==> src/rtl/hazard_ctrl.sv <==
// Hazard and sequencing controller for the 5-stage RV32I pipeline.
// Optional feature macro: HAZARD_PERF_EN builds the stall/flush event counters.
module hazard_ctrl #(
    parameter int MEM_TIMEOUT = 16
) (
    input  logic        clk,
    input  logic        rst,
    input  logic [4:0]  id_rs1,
    input  logic [4:0]  id_rs2,
    input  logic        id_uses_rs2,
    input  logic        ex_mem_rd,
    input  logic [4:0]  ex_rd,
    input  logic        branch_taken,
    input  logic        halt_req,
    input  logic        mem_busy,
    output logic        pc_enable,
    output logic        if_id_enable,
    output logic        if_id_flush,
    output logic        id_ex_enable,
    output logic        id_ex_flush,
    output logic        ex_mem_enable,
    output logic        halted,
    output logic        mem_timeout,
    output logic [31:0] stall_cnt,
    output logic [31:0] flush_cnt
);

    localparam int WCW = (MEM_TIMEOUT > 2) ? $clog2(MEM_TIMEOUT) : 1;
    localparam logic [WCW-1:0] WAIT_LAST = WCW'(MEM_TIMEOUT - 1);

    typedef enum logic [1:0] {
        ST_RUN,
        ST_MEM_WAIT,
        ST_HALT
    } state_e;

    typedef struct packed {
        logic pc_en;
        logic if_id_en;
        logic if_id_fl;
        logic id_ex_en;
        logic id_ex_fl;
        logic ex_mem_en;
    } ctrl_t;

    localparam ctrl_t CTRL_OFF   = '{1'b0, 1'b0, 1'b0, 1'b0, 1'b0, 1'b0};
    localparam ctrl_t CTRL_PASS  = '{1'b1, 1'b1, 1'b0, 1'b1, 1'b0, 1'b1};
    localparam ctrl_t CTRL_FLUSH = '{1'b1, 1'b1, 1'b1, 1'b1, 1'b1, 1'b1};
    // Load-use stall and HALT share one pattern: hold the front, bubble into EX, drain the back.
    localparam ctrl_t CTRL_HOLD  = '{1'b0, 1'b0, 1'b0, 1'b1, 1'b1, 1'b1};

    state_e         state_q, state_d;
    logic [WCW-1:0] wait_cnt_q, wait_cnt_d;
    logic           halted_q, halted_d;
    logic           mem_timeout_q, mem_timeout_d;
    logic           load_use;
    ctrl_t          run_ctrl;
    ctrl_t          ctrl;

    assign load_use = ex_mem_rd && (ex_rd != 5'd0) &&
                      ((ex_rd == id_rs1) || (id_uses_rs2 && (ex_rd == id_rs2)));

    always_comb begin
        if (mem_busy)          run_ctrl = CTRL_OFF;
        else if (halt_req)     run_ctrl = CTRL_HOLD;
        else if (branch_taken) run_ctrl = CTRL_FLUSH;
        else if (load_use)     run_ctrl = CTRL_HOLD;
        else                   run_ctrl = CTRL_PASS;
    end

    always_comb begin
        // NOTE: every variable gets a default before the case so no path leaves it unassigned (no latch).
        ctrl          = CTRL_OFF;
        state_d       = state_q;
        wait_cnt_d    = wait_cnt_q;
        mem_timeout_d = mem_timeout_q;
        if (!rst) begin
            unique case (state_q)
                ST_RUN: begin
                    ctrl = run_ctrl;
                    if (mem_busy) begin
                        state_d    = ST_MEM_WAIT;
                        wait_cnt_d = WCW'(1);
                    end else if (halt_req) begin
                        state_d = ST_HALT;
                    end
                end
                ST_MEM_WAIT: begin
                    ctrl = run_ctrl;
                    if (mem_busy) begin
                        if (wait_cnt_q == WAIT_LAST) begin
                            state_d       = ST_HALT;
                            mem_timeout_d = 1'b1;
                        end else begin
                            wait_cnt_d = wait_cnt_q + WCW'(1);
                        end
                    end else begin
                        state_d    = ST_RUN;
                        wait_cnt_d = '0;
                    end
                end
                ST_HALT: ctrl = CTRL_HOLD;
                default: state_d = ST_RUN;
            endcase
        end
        halted_d = (state_d == ST_HALT);
    end

    // NOTE: sequential state uses non-blocking assignments only; reset is synchronous.
    always_ff @(posedge clk) begin
        if (rst) begin
            state_q       <= ST_RUN;
            wait_cnt_q    <= '0;
            halted_q      <= 1'b0;
            mem_timeout_q <= 1'b0;
        end else begin
            state_q       <= state_d;
            wait_cnt_q    <= wait_cnt_d;
            halted_q      <= halted_d;
            mem_timeout_q <= mem_timeout_d;
        end
    end

    assign pc_enable     = ctrl.pc_en;
    assign if_id_enable  = ctrl.if_id_en;
    assign if_id_flush   = ctrl.if_id_fl;
    assign id_ex_enable  = ctrl.id_ex_en;
    assign id_ex_flush   = ctrl.id_ex_fl;
    assign ex_mem_enable = ctrl.ex_mem_en;
    assign halted        = halted_q;
    assign mem_timeout   = mem_timeout_q;

`ifdef HAZARD_PERF_EN
    logic [31:0] stall_cnt_q, stall_cnt_d;
    logic [31:0] flush_cnt_q, flush_cnt_d;

    always_comb begin
        stall_cnt_d = stall_cnt_q;
        flush_cnt_d = flush_cnt_q;
        if (!ctrl.pc_en && (stall_cnt_q != 32'hFFFF_FFFF))
            stall_cnt_d = stall_cnt_q + 32'd1;
        if ((ctrl.if_id_fl || ctrl.id_ex_fl) && (flush_cnt_q != 32'hFFFF_FFFF))
            flush_cnt_d = flush_cnt_q + 32'd1;
    end

    always_ff @(posedge clk) begin
        if (rst) begin
            stall_cnt_q <= '0;
            flush_cnt_q <= '0;
        end else begin
            stall_cnt_q <= stall_cnt_d;
            flush_cnt_q <= flush_cnt_d;
        end
    end

    assign stall_cnt = stall_cnt_q;
    assign flush_cnt = flush_cnt_q;
`else
    assign stall_cnt = '0;
    assign flush_cnt = '0;
`endif

endmodule

==> config.mk <==
export PLATFORM = sky130hd
export DESIGN_NAME = hazard_ctrl
export DESIGN_NICKNAME = d
export VERILOG_FILES = /design/src/rtl/hazard_ctrl.sv
export SDC_FILE = /design/constraint.sdc
export NUM_CORES = 1
export LEC_CHECK = 0
export BUFFER_PORTS_ARGS = -buffer_cell sky130_fd_sc_hd__buf_2
export CORE_MARGIN = 2
export CORE_UTILIZATION = 38
export CTS_BUF_LIST = sky130_fd_sc_hd__clkbuf_2
export DETAILED_ROUTE_END_ITERATION = 12
export PLACE_DENSITY = 0.79
export SLEW_MARGIN = 40
export SYNTH_ARGS = -nofsm -noshare
export SYNTH_HDL_FRONTEND = slang
export SYNTH_SLANG_ARGS = --single-unit
==> constraint.sdc <==
create_clock -name clk -period 1.55 [get_ports clk]
set_input_delay 0 -clock clk [delete_from_list [all_inputs] [get_ports clk]]
set_output_delay 0 -clock clk [all_outputs]
set_load 0.01 [all_outputs]
# After elaboration in Yosys (flattened, before gate mapping)
# Cells that the tools add are included.
[totals] reg_bits=8 out_inout_bits=72 elab_cells=39
[op_classes] addsub=1 n_eq_ne=8 n_mux=16 n_reduce_logical=10
[ops] op="6-bit two-way mux" n=5
[ops] op="4-bit two-way mux" n=3
[ops] op="6-bit case mux with 2 select lines" n=1
[ops] op="5-bit equality test" n=2
[ops] op="2-bit two-way mux" n=5
[ops] op="4-bit case mux with 2 select lines" n=1
[ops] op="2-bit case mux with 3 select lines" n=1
[ops] op="3-bit AND reduction" n=2
[ops] op="5-bit nonzero test" n=1
[ops] op="4-bit by 1-bit adder with 4-bit output, second input constant" n=1
[ops] op="2-bit equality test, second input constant" n=2
[ops] op="4-bit equality test, second input constant" n=1
[ops] op="1-bit logical AND" n=3
[ops] op="3-bit inequality test, second input constant" n=1
[ops] op="2-bit by 1-bit equality test with 1-bit output, second input constant" n=1
[ops] op="2-bit zero test" n=1
[ops] op="2-bit inequality test, second input constant" n=1
[ops] op="2-bit nonzero test" n=1
[ops] op="2-bit OR reduction" n=1
[ops] op="1-bit logical OR" n=1

# Longest topological paths before layout
[depth] depth_word=10 ltp_mapped=6

# Least setup slack after synthesis
# No wires, ideal clock.
[synth_path] path_type="register to output" from="reg state_q[1]" to="out id_ex_flush" arrival_ns=1.311 required_ns=1.550 setup_slack_ns=0.239 path_stages_with_launch=5 n_path_buf=1 cell_sequence="dfxtp_1 -> nor2b_1 -> clkbuf_2 -> a211oi_1 -> a21boi_1"
[synth_between] elab_chain_len=4 word_cells_on_any_way=6 cone_classes="eq/ne: 2; mux: 2; reduce/logical: 2"
[synth_rtl] item="start: declaration" line="52" source="state_e state_q, state_d;"
[synth_rtl] item="start signal: assignment" line="117" source="state_q <= state_d;"
[synth_rtl] item="2-bit by 1-bit equality test with 1-bit output / 2-bit zero test (equally long branches)" line="78" source="unique case (state_q)"
[synth_rtl] item="2-bit OR reduction (no line)"
[synth_rtl] item="6-bit case mux with 2 select lines (*)" line="78"
[synth_rtl] item="6-bit two-way mux (*)" line="77" source="if (!rst) begin"
[synth_rtl] item="end: declaration" line="20" source="output logic id_ex_flush,"
# Every way passes the cells marked *; elsewhere a longest branch is shown, timed or not.

# Final worst setup path
# Ends and elaborated chain as after synthesis.

==> impl_metrics.toml <==
[critical_path]
cp.required_ns = 1.55
end_kind = "primary output"
critPathLaunch = "state_q[1]$_SDFF_PP0_"
crit-reg2reg-launch = "wait_cnt_q[0]$_SDFFE_PP0P_"
startpoint_type = "register"
critical_path_class = "reg2out"
crit_path_max_fanout = 8
cp.arrival_ns = 1.39

[synth]
syn_area_sq_um = 1040
yosysWarningCount = 0
synth_top_area_share_pct = 48.5
synthDistinctLibCells = 33
yosysSeqAreaShare_pct = 15.4
syn_inst = 132
synthTopCellsByArea = "buf_4 48%, dfxtp_1 15%, xor2_1 5.1%, xnor2_1 3.4%, a21oi_1 2.9%"
postSynthAreaPerCell_sq_um = 7.86
ys_ff_latch = 8
synth_largest_area_cell = "buf_4"

[detailed_routing]
avgViaCountPerCell = 3.93
ant_nets = 0
drc = 0
vias = 738
route.final.wire_length_mm = 1.70
drt-initial-drc-count = 29
avgRoutedWirePerCell_um = 9.02
drtPass1Iterations = 4

[sta]
skew_ns = 0.00709
hold_viol = 0
finalSetupViolations = 0
drv_slew = 0
fmax_ghz = 0.718
worstMarginPinSlew_ns = 0.511
tns_ns = 0
fin_crit_sh_pct = 89.8
max_slew_margin_pct = 65.9
setup_ws_ns = 0.157
min_period_ns = 1.39
rsz0062_at_grt = "false"

[placement]
dp_hpwl_mm = 1.45
place_congestion = 0.759
pre_cts_ws_ns = 0.221
placed_area_sq_um = 945
dp.cells = 185
portBuffers = 29

[pwr]
swShare_pct = 39.6
ir_drop_mv = 0.380
p_per_area_nw_per_um2 = 554
clkPwrFrac_pct = 23.1
power.leakage_nw = 0.523
seq_power_share_pct = 41.5
p_comb_share_pct = 35.4
switchingPower_mw = 0.212
p_int_mw = 0.323

[layout]
stdcell_count = 188
nets = 183
post-route-cell-area_sq_um = 966
drive_gt1_share_pct = 24.1
area_delta_synth_final_pct = -6.88
fillCellCount = 280
antenna_cells = 0

[floorplan]
coreArea_sq_um = 2520
ios = 94
start_util_pct = 41.1
fp.dieArea_sq_um = 3160
die_h_um = 56.2
die_w_um = 56.2
rows = 18

[status]
status = "completed"

[clock_tree]
numCtsBuffers = 3
post_cts_buffers = 0
clk_latency_ns = 0.24
clock_path_buffers = 2
htreeDepth = 1
clockRootBuffer = "clkbuf_2"
cts_tree = "done"
clk_pin_slew_ns = 0.08
clock-sinks = 8

[global_route]
grt_max_degree = 11
grtUsageTotal_pct = 9.46
grt_pass1_wl_mm = 2.37
grt_remaining_overflow = 0
grt_pass1_vias = 548
antenna_found_initial = 0

[hold_path]
min_path_type = "in2reg"
worstHoldStart = "rst"

[run]
drv_cap = 0
==> routing by layer <==
layer	vias up	track usage [%]	share of wire, %
met4	0	5.10	0
li1	357	-	-
met3	0	2.09	14
met5	-	0	0
met2	63	16.3	50
met1	318	10.7	36
==> synthesized netlist by cell type, drive strengths merged <==
cell and instances:
a311oi 1, ha 1, clkbuf 2, dfxtp 8, a21boi 1, and2 1, and4 1, o21bai 1
buf 67, o221ai 1, nand3 3, nor3b 1, a21oi 7, nor4 2, xor2 6, conb 1
nand4 1, o21a 1, xnor2 4, nor3 4, nor2 6, and3 1, or4b 1, inv 1
nand2b 2, nor2b 1, a211oi 1, nand2 3, o21ai 1, or4 1
==> cells by family after synthesis <==
kind of cell / after synthesis / share of synthesized area (%)
xor+xnor: 10 / 8.44
simple gates: 28 / 15.4
compound gates: 14 / 9.41
flops: 8 / 15.4
buf+inv: 70 / 49.7
fa+ha+maj: 1 / 1.21
other cells: 1 / 0.362
==> placed cells by master, fill, tap and decap left out, drive strengths merged, types with 3 or more instances in the layout <==
| master | instances |
|---|---|
| conb | 64 |
| clkbuf | 3 |
| nor3 | 4 |
| buf | 29 |
| nand2 | 3 |
| dfxtp | 8 |
| nand3 | 3 |
| xor2 | 6 |
| nor2 | 6 |
| a21oi | 7 |
| xnor2 | 4 |
==> area by class of cell <==
| class | count | area [sq um] | area share [%] |
|---|---|---|---|
| multi-input cells | 117 | 603 | 62.4 |
| flip-flops and latches | 8 | 161 | 16.7 |
| repair buffers | 29 | 145 | 15.0 |
| well taps | 30 | 37.5 | 3.89 |
| clock buffers | 3 | 15.0 | 1.55 |
| inverters | 1 | 3.75 | 0.389 |
==> through the flow <==
step	total power, mW	hold slack, ns	utilization (%)
after global routing	0.571	0.0560	38.3
after floorplan	0.482	0.141	-
after detailed placement	0.412	0.305	37.5
after global placement	0.408	0.304	37.5
after CTS	0.535	0.0382	38.0
final	0.535	0.0538	38.3
==> path summary, 6_finish.rpt <==
check                                                  end  slack (ns)  depth (start not counted)
worst min register to register    mem_timeout$_SDFFE_PP0P_        0.51                          2
worst max-delay path                           id_ex_flush        0.16                          4
worst min-delay path            wait_cnt_q[2]$_SDFFE_PP0P_        0.05                          2
worst max register to register  wait_cnt_q[0]$_SDFFE_PP0P_        0.19                          5
==> registers in the layout (all words and copies together), names as in the netlist <==
name and cells:
halted 1, state_q 2, wait_cnt_q 4, mem_timeout 1
==> worst max-delay path, stage by stage, from the launching register on <==
cell and delay [ns]:
dfxtp_2 0.35, nor2b_1 0.42, a211oi_2 0.09, a21boi_1 0.15, buf_2 0.14
==> repair_timing <==
| action | in CTS | in global routing |
|---|---|---|
| hold buffers | 0 | 0 |
| endpoints found under the setup margin | 0 | 1 |
| gates resized for setup | 0 | 2 |
==> power by group through the flow <==
stage | Combinational [mW] | Clock [mW] | Sequential (mW)
2_1_floorplan | 0.259 | 0 | 0.223
3_3_place_gp | 0.183 | 0 | 0.226
3_5_place_dp | 0.186 | 0 | 0.226
4_1_cts | 0.186 | 0.128 | 0.221
5_1_grt | 0.209 | 0.138 | 0.224
6_report | 0.189 | 0.124 | 0.222
(Power assumes the default switching activity.)
